==> src/rtl/sevenseg_scan_driver.sv <==
// sevenseg_scan_driver: time-multiplexed N-digit seven-segment scanner with double-buffered glyph/dp/blank inputs
module sevenseg_scan_driver #(
  parameter int NUM_DIGITS  = 4,
  parameter int CLK_DIV     = 50000,
  parameter int DEAD_CYCLES = 2,
  parameter int GLYPH_MODE  = 0,
  parameter int LZB         = 0,
  parameter int SEG_ACT_LOW = 1,
  parameter int AN_ACT_LOW  = 1
)(
  input  logic                    clk,
  input  logic                    reset,
  input  logic                    enable,
  input  logic                    load,
  input  logic [4*NUM_DIGITS-1:0] digits_in,
  input  logic [NUM_DIGITS-1:0]   dp_in,
  input  logic [NUM_DIGITS-1:0]   blank_in,
  output logic [6:0]              seg,
  output logic                    dp,
  output logic [NUM_DIGITS-1:0]   an,
  output logic                    frame_done
);
  localparam int CW = $clog2(CLK_DIV);
  localparam int IW = NUM_DIGITS > 1 ? $clog2(NUM_DIGITS) : 1;
  localparam logic [6:0] SEG_OFF = SEG_ACT_LOW != 0 ? 7'h7f : 7'h00;
  localparam logic DP_OFF = SEG_ACT_LOW != 0;
  localparam logic [NUM_DIGITS-1:0] AN_OFF = AN_ACT_LOW != 0 ? '1 : '0;
  logic [CW-1:0] cnt;
  logic [IW-1:0] idx;
  logic [4*NUM_DIGITS-1:0] pend_dig, act_dig;
  logic [NUM_DIGITS-1:0] pend_dp, act_dp, pend_blank, act_blank, lz;
  logic z, slot_end, wrap, lit, dark;
  logic [3:0] cur;
  function automatic logic [6:0] glyph(input logic [3:0] c);
    case (c)
      4'h0: glyph = 7'h3f;
      4'h1: glyph = 7'h06;
      4'h2: glyph = 7'h5b;
      4'h3: glyph = 7'h4f;
      4'h4: glyph = 7'h66;
      4'h5: glyph = 7'h6d;
      4'h6: glyph = 7'h7d;
      4'h7: glyph = 7'h07;
      4'h8: glyph = 7'h7f;
      4'h9: glyph = 7'h6f;
      4'ha: glyph = GLYPH_MODE != 0 ? 7'h77 : 7'h39;
      4'hb: glyph = GLYPH_MODE != 0 ? 7'h7c : 7'h73;
      4'hc: glyph = GLYPH_MODE != 0 ? 7'h39 : 7'h3f;
      4'hd: glyph = GLYPH_MODE != 0 ? 7'h5e : 7'h6f;
      4'he: glyph = GLYPH_MODE != 0 ? 7'h79 : 7'h3e;
      default: glyph = GLYPH_MODE != 0 ? 7'h71 : 7'h50;
    endcase
  endfunction
  always_comb begin
    lz = '0;
    z = 1'b1;
    for (int i = NUM_DIGITS - 1; i > 0; i--) begin
      z = z & (act_dig[4*i +: 4] == 4'd0);
      lz[i] = (LZB != 0) & z;
    end
  end
  assign slot_end = enable && cnt == CW'(CLK_DIV - 1);
  assign wrap = slot_end && idx == IW'(NUM_DIGITS - 1);
  assign lit = enable && cnt >= CW'(DEAD_CYCLES);
  assign cur = act_dig[4*idx +: 4];
  assign dark = act_blank[idx] | lz[idx];
  always_ff @(posedge clk or posedge reset) begin
    if (reset) begin
      cnt <= '0;
      idx <= '0;
      pend_dig <= '0;
      pend_dp <= '0;
      pend_blank <= '1;
      act_dig <= '0;
      act_dp <= '0;
      act_blank <= '1;
      seg <= SEG_OFF;
      dp <= DP_OFF;
      an <= AN_OFF;
      frame_done <= 1'b0;
    end else begin
      if (enable) cnt <= slot_end ? '0 : cnt + CW'(1);
      if (slot_end) idx <= wrap ? '0 : idx + IW'(1);
      if (load) begin
        pend_dig <= digits_in;
        pend_dp <= dp_in;
        pend_blank <= blank_in;
      end
      if (wrap) begin
        act_dig <= load ? digits_in : pend_dig;
        act_dp <= load ? dp_in : pend_dp;
        act_blank <= load ? blank_in : pend_blank;
      end
      frame_done <= wrap;
      an <= lit ? AN_OFF ^ (NUM_DIGITS'(1) << idx) : AN_OFF;
      seg <= lit && !dark ? SEG_OFF ^ glyph(cur) : SEG_OFF;
      dp <= DP_OFF ^ (lit && !dark && act_dp[idx]);
    end
  end
endmodule

==> config.mk <==
export PLATFORM = sky130hd
export DESIGN_NAME = sevenseg_scan_driver
export DESIGN_NICKNAME = d
export VERILOG_FILES = /design/src/rtl/sevenseg_scan_driver.sv
export SDC_FILE = /design/constraint.sdc
export NUM_CORES = 1
export LEC_CHECK = 0
export CAP_MARGIN = 20
export CORE_MARGIN = 2
export CORE_UTILIZATION = 45
export CTS_CLUSTER_SIZE = 14
export DETAILED_ROUTE_END_ITERATION = 10
export PLACE_DENSITY = 0.69
export SYNTH_ARGS = -nofsm -noshare
export SYNTH_HDL_FRONTEND = slang
export SYNTH_SLANG_ARGS = --single-unit
==> constraint.sdc <==
create_clock -name clk -period 2.5 [get_ports clk]
set_input_delay 0.5 -clock clk [delete_from_list [all_inputs] [get_ports clk]]
set_output_delay 0.5 -clock clk [all_outputs]
set_load 0.03 [all_outputs]
==> impl_metrics.json, run 1 <==
{
  "drc_errors": 0,
  "final.period_utilization_pct": 86.10,
  "syn_inst": 266,
  "synth.avg_cell_area_um2": 13.73,
  "synth_edf_count": 0,
  "n_antenna_cell": 0,
  "cp.required_ps": 2720,
  "grt_antenna_before_repair": 0,
  "setup_viol": 0,
  "ys_ff_latch": 79,
  "firstDrtPassIters": 4,
  "synth.distinct_cells": 36,
  "viasPerCell": 5.021,
  "worstPathArrival_ps": 2380,
  "rsz0062_at_grt": "false",
  "seqCellArea_um2": 2002,
  "cts_buffers": 9,
  "vdd_drop_max_uv": 293.1,
  "cts_tree": "done",
  "die_area_um2": 8853,
  "initial_utilization_pct": 46.78,
  "seq_area_frac_synth_pct": 54.81,
  "synth-async-reset-ratio_pct": 100.0,
  "coreArea_um2": 7807,
  "met1Wirelength_um": 2982,
  "tightest_slew_ps": 470.3,
  "stdcell_count": 423,
  "die_h_um": 94.09,
  "setup_tns_ps": 0,
  "drive_gt1_share_pct": 33.33,
  "dp.cells": 407,
  "relSlewSlack_pct": 68.37,
  "dieWidth_um": 94.09,
  "antenna_left": 0,
  "multi_input_area_um2": 1510,
  "grt_pass1_vias": 2275,
  "yosysWarnings": 0,
  "synthTopCellsByArea": "dfrtp_1, dfstp_2, mux2_2",
  "dr.first_iter.drc_count": 91,
  "syn_to_final_growth_pct": 18.84,
  "wl_met3_um": 212,
  "filler_cell_count": 651,
  "final_nets": 355,
  "io_buffer_count": 40,
  "ctsResizeCount": 0,
  "top_layer": "met4",
  "skew_ps": 11.04,
  "cts_setup_buffers": 0,
  "cts_root_buffer": "clkbuf_8",
  "final_cell_mix": "dfrtp_1, clkdlybuf4s50_1, mux2_2",
  "io-pin-count": 41,
  "whs_ps": 504.6,
  "leakage_uw": 0.001863,
  "routed_wl_um": 6155,
  "setup_ws_ps": 347.5,
  "cp-start-kind": "flop",
  "wl_per_cell_um": 14.55,
  "hold_viol": 0,
  "met2_length_um": 2868,
  "grt_pass1_wl_um": 11050,
  "dp_hpwl_um": 4254,
  "htree_num_levels": 3,
  "row_count": 32,
  "maxCapViolations": 0,
  "outcome": "complete, no violations",
  "end_kind": "flop",
  "place_ws_ps": 129.7,
  "fmax_mhz": 464.6,
  "yosysTopAreaCellShare_pct": 40.42,
  "finalMaxSlewViolations": 0,
  "synth_top_area_cell": "dfrtp_1",
  "hold_class": "reg -> reg",
  "min_period_ps": 2152,
  "clk_pin_slew_worst_paths_ps": 80,
  "cts_sinks": 79,
  "critical_path_class": "reg -> reg",
  "crit_fanout": 13,
  "syn_area_um2": 3652,
  "cts_hold_buffers": 0,
  "clk-insertion-delay-late_ps": 350,
  "via_count": 2124,
  "grt_use_total_pct": 16.29,
  "grt_max_degree": 80,
  "gp_congestion": 0.8583,
  "pwr_density_cell_nw_per_um2": 610.7,
  "syn_nets": 305,
  "clk_path_buf_depth": 2,
  "final_common_cell": "dfrtp_1",
  "grt_overflow": 0,
  "synth_flop_cell": "dfrtp_1"
}
report_power, final:
group | internal, µW | switching, µW | leakage [µW]
clock | 388 | 446 | 0.0000874
combinational | 181 | 158 | 0.000815
sequential | 1380 | 91.9 | 0.000961
total | 1950 | 696 | 0.00186
critical path: stages, from the launching register on:
cell	delay (ps)
dfrtp_1	450
or4_4	570
nor4_4	190
and3_1	230
buf_4	240
mux2_2	350
metrics by stage:
stage                     power (µW)  instance area (µm²)  util (%)
after detailed placement        1845                 4173     53.45
after global routing            2798                 4340     55.59
after floorplan                 1720                 3652         -
after global placement          1838                 4173     53.45
final                           2651                 4340     55.59
after CTS                       2689                 4340     55.59
logic make-up (layout without fill, tap and decap cells):
logic type                 Yosys count  count (layout)  synth area share, %
adders and majority gates           11              11                3.768
DFF                                 79              79                54.81
xor gates and xnor gates            13              13                3.118
AOI/OAI and AO/OA                   18              18                3.152
buffers and inverters               22              77                3.837
and+or+nand+nor                     62              62                8.805
muxes                               61              61                22.51
sequential cells by signal (all words and copies together), names as in the netlist:
name / flops
act_blank: 4
act_dig: 16
act_dp: 4
an: 4
cnt: 16
dp: 1
frame_done: 1
idx: 2
pend_blank: 4
pend_dig: 16
pend_dp: 4
seg: 7
synth_stat cells (all sizes together), types with 2 or more instances:
library cell / count
mux2i: 3
inv: 10
dfstp: 20
or4: 2
o311ai: 2
xor2: 4
xnor2: 9
nand2: 19
nor2: 11
nor3: 4
nand4: 5
nor4: 4
clkbuf: 5
and3: 2
o21ai: 4
dfrtp: 59
ha: 11
mux2: 52
mux4: 6
o211ai: 3
a21oi: 6
buf: 7
nand3: 10
area by class of cell:
class | count | share of cell area (%)
Clock buffer | 13 | 3.430
Multi-Input combinational cell | 165 | 34.79
Inverter | 10 | 0.8648
Sequential cell | 79 | 46.12
Clock inverter | 3 | 0.4324
Timing Repair Buffer | 51 | 11.42
Tap cell | 102 | 2.940
final timing paths:
check | from | end | slack [ps] | cells past startpoint
max in group asynchronous | reset | pend_blank[0] | 1590 | 3
min | pend_dig[2] | pend_dig[2] | 500 | 1
max | cnt[11] | act_dp[2] | 350 | 5
max reg2reg | cnt[11] | act_dp[2] | 350 | 5
min reg2reg | pend_dig[2] | pend_dig[2] | 500 | 1
min in group asynchronous | reset | cnt[7] | 570 | 3
layer usage:
layer  vias to the layer above  GRT usage, %
li1                       1033             -
met5                         -             0
met1                      1039         22.70
met3                         8         3.612
met2                        44         24.82
met4                         0         6.522
Power figures use the tool's default switching activity.
==> run 2: changes to the inputs <==
Settings changed: PLACE_DENSITY 0.69 to 0.66.
Clock period 2.5 ns to 2.7 ns, I/O delays scaled along.
==> impl_metrics.json, run 2 (synthesis results as in run 1) <==
{
  "outcome": "complete, no violations",
  "setup_tns_ps": 0,
  "critical_path_class": "reg -> reg",
  "hold_class": "reg -> reg",
  "hold_end": "pend_dig[12]",
  "r2r_slack_ps": 570,
  "cts_hold_buffers": 0,
  "drc_errors": 0,
  "gp_congestion": 0.8402,
  "grt_overflow": 0,
  "dr.first_iter.drc_count": 84,
  "end_kind": "flop",
  "pwr_density_cell_nw_per_um2": 585.5,
  "cts_buffers": 9,
  "r2r_start": "cnt[11]",
  "io-pin-count": 41,
  "cts_sinks": 79,
  "initial_utilization_pct": 46.78,
  "coreArea_um2": 7807,
  "htree_num_levels": 3,
  "dp_hpwl_um": 4424,
  "relSlewSlack_pct": 57.58,
  "tightest_slew_ps": 631.5,
  "routed_wl_um": 6105,
  "hold_depth": 1,
  "setup_viol": 0,
  "die_h_um": 94.09,
  "fmax_mhz": 468.5,
  "vdd_drop_max_uv": 331.8,
  "cts_tree": "done",
  "grt_pass1_wl_um": 11010,
  "crit_fanout": 8,
  "finalMaxSlewViolations": 0,
  "ctsResizeCount": 0,
  "via_count": 2162,
  "hold_viol": 0,
  "final.period_utilization_pct": 79.06,
  "row_count": 32,
  "final_common_cell": "dfrtp_1",
  "grt_antenna_before_repair": 0,
  "viasPerCell": 5.111,
  "top_regs": "act_dig (16), cnt (16), pend_dig (16)",
  "whs_ps": 501.9,
  "cts_root_buffer": "clkbuf_8",
  "rsz0062_at_grt": "false",
  "clk_path_buf_depth": 2,
  "antenna_left": 0,
  "leakage_uw": 0.001873,
  "maxCapViolations": 0,
  "skew_ps": 6.855,
  "cts_setup_buffers": 0,
  "worstPathArrival_ps": 2380,
  "io_buffer_count": 40,
  "grt_pass1_vias": 2282,
  "wl_per_cell_um": 14.43,
  "final_cell_mix": "dfrtp_1, clkdlybuf4s50_1, mux2_2",
  "drive_gt1_share_pct": 34.27,
  "clk-insertion-delay-late_ps": 350,
  "cp-start-kind": "flop",
  "final_nets": 355,
  "dp.cells": 407,
  "clk_pin_slew_worst_paths_ps": 80,
  "dieWidth_um": 94.09,
  "die_area_um2": 8853,
  "r2r_end": "act_dig[14]",
  "n_antenna_cell": 0,
  "grt_max_degree": 55,
  "worstHoldStart": "pend_dig[12]",
  "rr_worst_depth": 5,
  "grt_use_total_pct": 16.37,
  "cp.required_ps": 2940,
  "min_period_ps": 2135,
  "firstDrtPassIters": 4,
  "stdcell_count": 423,
  "syn_to_final_growth_pct": 20.28
}
-- run 2: cell types whose count changed in the layout (fill, tap and decap cells not counted), sizes merged --
cell,previous run,this run
clkinvlp,0,3
bufinv,0,1
clkinv,3,2
clkbuf,13,10
-- run 2: metal layers --
layer  up-vias  routed length [µm]  global-route usage (%)
met5         -                   0                       0
met4         0                 146                   7.488
met3        14                 252                   4.896
met2        49                2915                   25.77
met1      1069                2790                   20.81
li1       1030                   -                       -
-- run 2: final cells by class --
cell class	count	area, µm²
Fill cell	663	3415
Sequential cell	79	2002
Multi-Input combinational cell	165	1510
Timing Repair Buffer	51	508.0
Clock buffer	10	137.6
Tap cell	102	127.6
Clock inverter	6	70.07
Inverter	10	37.54
-- run 2: worst max path at each step --
| stage | from | endpoint | slack, ps |
|---|---|---|---|
| after floorplan | reset | act_dig[0] | 170 |
| after global placement | enable | act_dig[14] | 320 |
| after detailed placement | enable | act_dp[1] | 300 |
| after CTS | cnt[11] | act_dp[1] | 550 |
| after global routing | idx[0] | seg[4] | 480 |
| final | cnt[11] | act_dig[14] | 570 |
-- run 2: through the flow --
stage	area (µm²)	total power (µW)	util (%)	worst slack, ps
CTS	4393	2620	56.27	552.4
finish	4393	2572	56.27	565.4
global placement	4185	1703	53.61	318.2
global route	4393	2730	56.27	478.1
floorplan	3652	1593	-	169.7
detailed placement	4185	1714	53.61	301.8
-- run 2: critical path: stages, from the launching register on --
cell,delay (ps)
dfrtp_1,450
or4_4,570
nor4_4,180
and3_1,280
buf_4,230
mux2_4,310
-- run 2: where the power goes --
| group | internal, µW | switching (µW) |
|---|---|---|
| logic | 169 | 149 |
| clock network | 455 | 432 |
| registers | 1280 | 84.7 |
